$ cat config.mk
export PLATFORM = sky130hd
export DESIGN_NAME = pc_call_control
export DESIGN_NICKNAME = d
export VERILOG_FILES = /design/src/rtl/pc_call_control.sv
export SDC_FILE = /design/constraint.sdc
export NUM_CORES = 1
export LEC_CHECK = 0
export BUFFER_PORTS_ARGS = -buffer_cell sky130_fd_sc_hd__buf_2
export CAP_MARGIN = 30
export CELL_PAD_IN_SITES_DETAIL_PLACEMENT = 2
export CELL_PAD_IN_SITES_GLOBAL_PLACEMENT = 2
export CORE_AREA = 2 2 92 85
export DETAILED_ROUTE_END_ITERATION = 16
export DIE_AREA = 0 0 94 87
export PLACE_DENSITY = 0.79
export SETUP_SLACK_MARGIN = 0.05
export SLEW_MARGIN = 20
export SYNTH_ARGS = -nofsm -noshare
export SYNTH_HDL_FRONTEND = slang
export SYNTH_SLANG_ARGS = --single-unit
$ cat constraint.sdc
create_clock -name clk -period 2.43 [get_ports clk]
set_clock_uncertainty 0.2 [all_clocks]
set_input_delay 0.486 -clock clk [delete_from_list [all_inputs] [get_ports clk]]
set_output_delay 0.486 -clock clk [all_outputs]
set_load 0.01 [all_outputs]
$ cat src/rtl/pc_call_control.sv
// Next-PC selection for the fetch stage, plus push/pop control and occupancy
// tracking for the downstream return-address stack.
module pc_call_control #(
   parameter int ADDR_W      = 12,
   parameter int STACK_DEPTH = 8,
   parameter int DEPTH_W     = 4
) (
   input  logic              clk,
   input  logic              reset,
   input  logic              stall,
   input  logic              branch_taken,
   input  logic [ADDR_W-1:0] branch_target,
   input  logic              jump,
   input  logic [ADDR_W-1:0] jump_target,
   input  logic              call,
   input  logic [ADDR_W-1:0] call_target,
   input  logic              ret,
   input  logic [ADDR_W-1:0] ret_addr,
   output logic [ADDR_W-1:0] pc,
   output logic              push,
   output logic              pop,
   output logic [ADDR_W-1:0] push_data,
   output logic [DEPTH_W-1:0] depth,
   output logic              overflow,
   output logic              underflow,
   output logic              flush
);

   localparam logic [DEPTH_W-1:0] DEPTH_FULL = DEPTH_W'(STACK_DEPTH);
   localparam logic [DEPTH_W-1:0] DEPTH_ONE  = DEPTH_W'(1);
   localparam logic [ADDR_W-1:0]  PC_ONE     = ADDR_W'(1);

   logic [ADDR_W-1:0]  pc_reg;
   logic [ADDR_W-1:0]  pc_next;
   logic [ADDR_W-1:0]  pc_inc;
   logic [DEPTH_W-1:0] depth_reg;
   logic [DEPTH_W-1:0] depth_next;
   logic               overflow_reg;
   logic               overflow_next;
   logic               underflow_reg;
   logic               underflow_next;
   logic               flush_reg;
   logic               flush_next;

   // Natural ADDR_W-bit wrap gives 0xFFF -> 0x000.
   assign pc_inc = pc_reg + PC_ONE;

   always_comb begin
      pc_next        = pc_inc;
      depth_next     = depth_reg;
      overflow_next  = overflow_reg;
      underflow_next = underflow_reg;
      flush_next     = 1'b0;
      push           = 1'b0;
      pop            = 1'b0;
      if (reset) begin
         pc_next = '0;
      end else if (stall) begin
         pc_next = pc_reg;
      end else if (branch_taken) begin
         pc_next    = branch_target;
         flush_next = 1'b1;
      end else if (ret) begin
         // An empty-stack return falls through sequentially and is not a redirect.
         if (depth_reg != '0) begin
            pc_next    = ret_addr;
            pop        = 1'b1;
            depth_next = depth_reg - DEPTH_ONE;
            flush_next = 1'b1;
         end else begin
            underflow_next = 1'b1;
         end
      end else if (call) begin
         pc_next    = call_target;
         flush_next = 1'b1;
         if (depth_reg != DEPTH_FULL) begin
            push       = 1'b1;
            depth_next = depth_reg + DEPTH_ONE;
         end else begin
            overflow_next = 1'b1;
         end
      end else if (jump) begin
         pc_next    = jump_target;
         flush_next = 1'b1;
      end
   end

   always_ff @(posedge clk) begin
      if (reset) begin
         pc_reg        <= '0;
         depth_reg     <= '0;
         overflow_reg  <= 1'b0;
         underflow_reg <= 1'b0;
         flush_reg     <= 1'b0;
      end else begin
         pc_reg        <= pc_next;
         depth_reg     <= depth_next;
         overflow_reg  <= overflow_next;
         underflow_reg <= underflow_next;
         flush_reg     <= flush_next;
      end
   end

   assign pc        = pc_reg;
   assign push_data = pc_inc;
   assign depth     = depth_reg;
   assign overflow  = overflow_reg;
   assign underflow = underflow_reg;
   assign flush     = flush_reg;

endmodule

=== Word level (Yosys, flattened, before mapping) ===
Cells that the tools add are included.

* Register bits: 19
* Latch bits: 0
* RAM bits: 0
* ROM bits: 0
* Bits of input ports: 55
* Output and inout port bits: 33
* Word-level logic and storage cells: 46
* Memories kept: 0

* $add $sub $neg: 3
* Multiply operators: 0
* Div/mod/pow operators: 0
* $lt $le $gt $ge: 0
* Equal/unequal tests: 2
* Shift-type cells: 0
* Multiplexer cells: 24
* Bitwise operators: 5
* Reduce and logical (&&, ||, !) cells: 7

{| class="wikitable"
|+ Operators by type and width
! cell !! number
|-
| 12-bit two-way mux || 5
|-
| 4-bit two-way mux || 4
|-
| 1-bit two-way mux || 15
|-
| 12-bit by 1-bit adder with 12-bit output (second input constant) || 1
|-
| 5-bit AND reduction || 2
|-
| 1-bit NOT || 5
|-
| 4-bit by 1-bit adder with 4-bit output (second input constant) || 1
|-
| 4-bit inequality test (second input constant) || 1
|-
| 4-bit AND reduction || 1
|-
| 2-bit nonzero test || 2
|-
| 4-bit nonzero test || 1
|-
| 4-bit by 1-bit subtractor with 4-bit output (second input constant) || 1
|-
| 2-bit by 1-bit inequality test with 1-bit output (second input constant) || 1
|-
| 2-bit OR reduction || 1
|}

=== Logic depth before layout (Yosys ltp) ===
* Word-level depth: 7
* Gate-level depth with buffers: 7
* Mapped depth without buffers: 6

=== Worst setup path before layout ===
Ideal clock, no wire load.

* Path kind: reg-to-output
* Start point: reg pc_reg[0], in the netlist pc[0]
* End point: out push_data[6]
* Arrival time: 1373 ps
* Path slack: 371 ps
* Cell stages (with the launch flop): 5
* Buffers on the path: 0
* Cells stage by stage: dfxtp_1 > ha_1 > nand3_1 > o21a_1 > or2_2

* Longest elaborated chain between the ends: 1

{| class="wikitable"
|+ Ends and longest elaborated chain
! what !! RTL line !! RTL
|-
| start: declaration || 33 || <nowiki>logic [ADDR_W-1:0] pc_reg;</nowiki>
|-
| start signal: assignment || 96 || <nowiki>pc_reg <= pc_next;</nowiki>
|-
| 12-bit by 1-bit adder with 12-bit output || 46 || <nowiki>assign pc_inc = pc_reg + PC_ONE;</nowiki>
|-
| end: declaration || 22 || <nowiki>output logic [ADDR_W-1:0] push_data,</nowiki>
|}

Every way passes these cells.

=== Worst setup path after layout ===
* Start point: reg pc_reg[1], in the netlist pc[1]
* End point: out push_data[11]

The elaborated chain is that of the path after synthesis.

==> impl_metrics.env <==
export IMPL_synth_edf_count=0
export IMPL_drv_slew=0
export IMPL_initial_core_util_pct=22.00
export IMPL_arrival_ns=1.66
export IMPL_gp_congestion=0.8580
export IMPL_ys_warn_count=0
export IMPL_max_vdd_ir_drop_mv=0.1270
export IMPL_cts_tree="built"
export IMPL_synth_top_family_by_area="compound AO/OA/AOI/OAI gates"
export IMPL_synthAdderAreaFrac_pct=3.574
export IMPL_hold_class="in2reg"
export IMPL_synthTopCellsByArea="dfxtp_1 (24%), nor2_1 (6.8%), a21oi_1 (5.0%)"
export IMPL_drtIter0Drc=101
export IMPL_synthXorXnorAreaFrac_pct=6.527
export IMPL_hold_viol=0
export IMPL_async_flop_share_pct=0
export IMPL_avgSynthCellArea_um2=7.421
export IMPL_synth_area_mm2=0.001610
export IMPL_synth_top_area_share_pct=23.62
export IMPL_p_leak_uw=0.001125
export IMPL_drt_vias_per_instance=5.269
export IMPL_grt_start_max_net_pins=21
export IMPL_setup_viol=0
export IMPL_synth_cell_type_count=54
export IMPL_drv_cap=0
export IMPL_worstSetupStartpointType="flop"
export IMPL_outcome="finished, final reports clean"
export IMPL_synth_most_common_cell="nor2_1"
export IMPL_wl_met1_um=3852
export IMPL_route_detailed_drc=0
export IMPL_core_area_mm2=0.007320
export IMPL_cts_max_path_buffers=2
export IMPL_nNetsFinal=381
export IMPL_syn_nets=276
export IMPL_via_count=2197
export IMPL_ys_flop_type="dfxtp_1"
export IMPL_synthToLayoutAreaGrowth_pct=50.74
export IMPL_numCtsBuffers=3
export IMPL_grt_first_pass_wirelength_um=12700
export IMPL_die_area_mm2=0.008178
export IMPL_yosys_area_share_simple_pct=26.50
export IMPL_fin_crit_ns=2.344
export IMPL_diodes=0
export IMPL_power_density_mw_per_mm2=406.2
export IMPL_antenna_found_initial=0
export IMPL_hpwlAfterDp_um=6325
export IMPL_power_uw=986.1
export IMPL_wl_met3_um=421
export IMPL_io_buffers=87
export IMPL_routed_wl_met2_um=4003
export IMPL_htree_levels=1
export IMPL_slew_headroom_pct=50.43
export IMPL_hold_buffers=0
export IMPL_path_clk_slew_ns=0.09
export IMPL_gr_total_overflow=0
export IMPL_syn_inst=217
export IMPL_crit_fanout=6
export IMPL_required_ns=1.74
export IMPL_grt_pass1_vias=2316
export IMPL_ant_nets=0
export IMPL_clk_latency_ns=0.27
export IMPL_final_setup_tns_ns=0
export IMPL_wl_um=8320
export IMPL_ctsRootBufferMaster="clkbuf_8"
export IMPL_largest_reg_flops=12
export IMPL_layout_drive_gt1_share_pct=41.74
export IMPL_first_pass_iters=6
export IMPL_post_drt_wl_per_cell_um=19.95
export IMPL_num_io_pins=88
export IMPL_rsz0062_at_grt="yes"
export IMPL_min_period_over_period_pct=96.45
export IMPL_synth_compound_area_share_pct=32.01
export IMPL_synth_common_cells="nor2_1 (29), dfxtp_1 (19), a21oi_1 (16)"
export IMPL_critPathKind="reg2out"
export IMPL_worstMarginPinSlew_ns=0.7420
export IMPL_die_w_um=94
export IMPL_synth_top_area_cell="dfxtp_1"
export IMPL_synth_seq_cells=19
export IMPL_highest_layer="met4"
export IMPL_fmax_mhz=426.7
export IMPL_cts_sinks=19
export IMPL_end_kind="output pin"
export IMPL_chipHeight_um=87
export IMPL_ys_seq_area_share_pct=23.62
export IMPL_grt_use_total_pct=20.13
export IMPL_synthMuxAreaShare_pct=2.564
export IMPL_rows=30
## worst max-delay path, stage by stage (launching register included)
cell,delay [ns]
dfxtp_2,0.40
nand4_1,0.12
buf_4,0.17
nor4_4,0.28
xor2_1,0.25
buf_2,0.17
## repair_timing
| action | CTS | global route |
|---|---|---|
| pin swaps | 5 | 3 |
| gates resized for setup | 11 | 10 |
| setup buffers | 4 | 2 |
| setup endpoints to repair | 6 | 5 |
## metrics by stage
stage          instances  hold slack (ns)  util, %  instance area (um^2)  worst slack (ns)
3_5_place_dp         407           0.2717    30.91                  2262            0.1646
4_1_cts              415           0.2571    32.38                  2370           0.06258
2_1_floorplan        217           0.3050        -                  1610            0.3708
3_3_place_gp         407           0.2535    30.91                  2262            0.2109
5_1_grt              417           0.2535    33.16                  2427           0.02682
6_report             417           0.2584    33.16                  2427           0.08620
## layout make-up
| cell class | count | area (um^2) |
|---|---|---|
| Inverter | 10 | 37.54 |
| Clock buffer | 4 | 45.04 |
| Multi-Input combinational cell | 176 | 1196 |
| Fill cell | 924 | 4892 |
| Tap cell | 96 | 120.1 |
| Sequential cell | 19 | 401.6 |
| Timing Repair Buffer | 112 | 626.9 |
## layout by cell type (no fill, tap or decap), types with 2 or more instances in the layout
master / Yosys / layout
o21a_1: 2 / 2
nand2_1: 15 / 15
dfxtp_1: 19 / 12
nand3_1: 5 / 4
dfxtp_4: 0 / 5
nand4_1: 4 / 4
a22oi_1: 7 / 7
buf_2: 1 / 87
o2111ai_1: 2 / 2
or2_2: 2 / 2
o221ai_1: 3 / 3
o211ai_1: 6 / 6
a21oi_1: 16 / 16
nor2b_1: 4 / 4
or4_1: 2 / 2
buf_4: 0 / 24
o21ai_0: 13 / 13
clkbuf_8: 0 / 3
a31oi_1: 2 / 2
o22ai_1: 7 / 7
nor3_1: 4 / 4
xor2_1: 4 / 4
a2111oi_0: 2 / 2
a221oi_1: 3 / 3
inv_1: 10 / 10
nor2_1: 29 / 29
dfxtp_2: 0 / 2
ha_1: 3 / 2
mux2i_1: 3 / 3
xnor2_1: 8 / 7
nand2b_1: 4 / 4
nor4_4: 1 / 2
## power breakdown
part           switching (uW)  internal (uW)  leakage [uW]
logic                     214            164      0.000943
registers                29.1            334      0.000160
clock network             128            117     0.0000228
## layer usage
metal,vias up,global-route usage (%)
met1,1098,27.25
li1,1025,-
met5,-,0
met3,4,3.203
met4,0,2.108
met2,70,34.94
## cells by family (layout without fill, tap and decap cells)
| group | count (synthesis) | after routing |
|---|---|---|
| AND/OR/NAND/NOR | 81 | 81 |
| multiplexers | 4 | 4 |
| AO/OA/AOI/OAI | 75 | 75 |
| flip-flops | 19 | 19 |
| XOR/XNOR | 12 | 12 |
| adder cells (fa/ha/maj) | 4 | 4 |
| buffers and inverters | 22 | 126 |
## worst paths after layout
check / from / cells past startpoint / endpoint / slack, ns
min: ret_addr[7] / 3 / pc[7] / 0.26
max: pc[1] / 5 / push_data[11] / 0.09
min reg2reg: underflow / 2 / underflow / 0.29
max reg2reg: depth[0] / 6 / pc[3] / 0.41
Note: power is estimated with default switching activity, not from simulation.
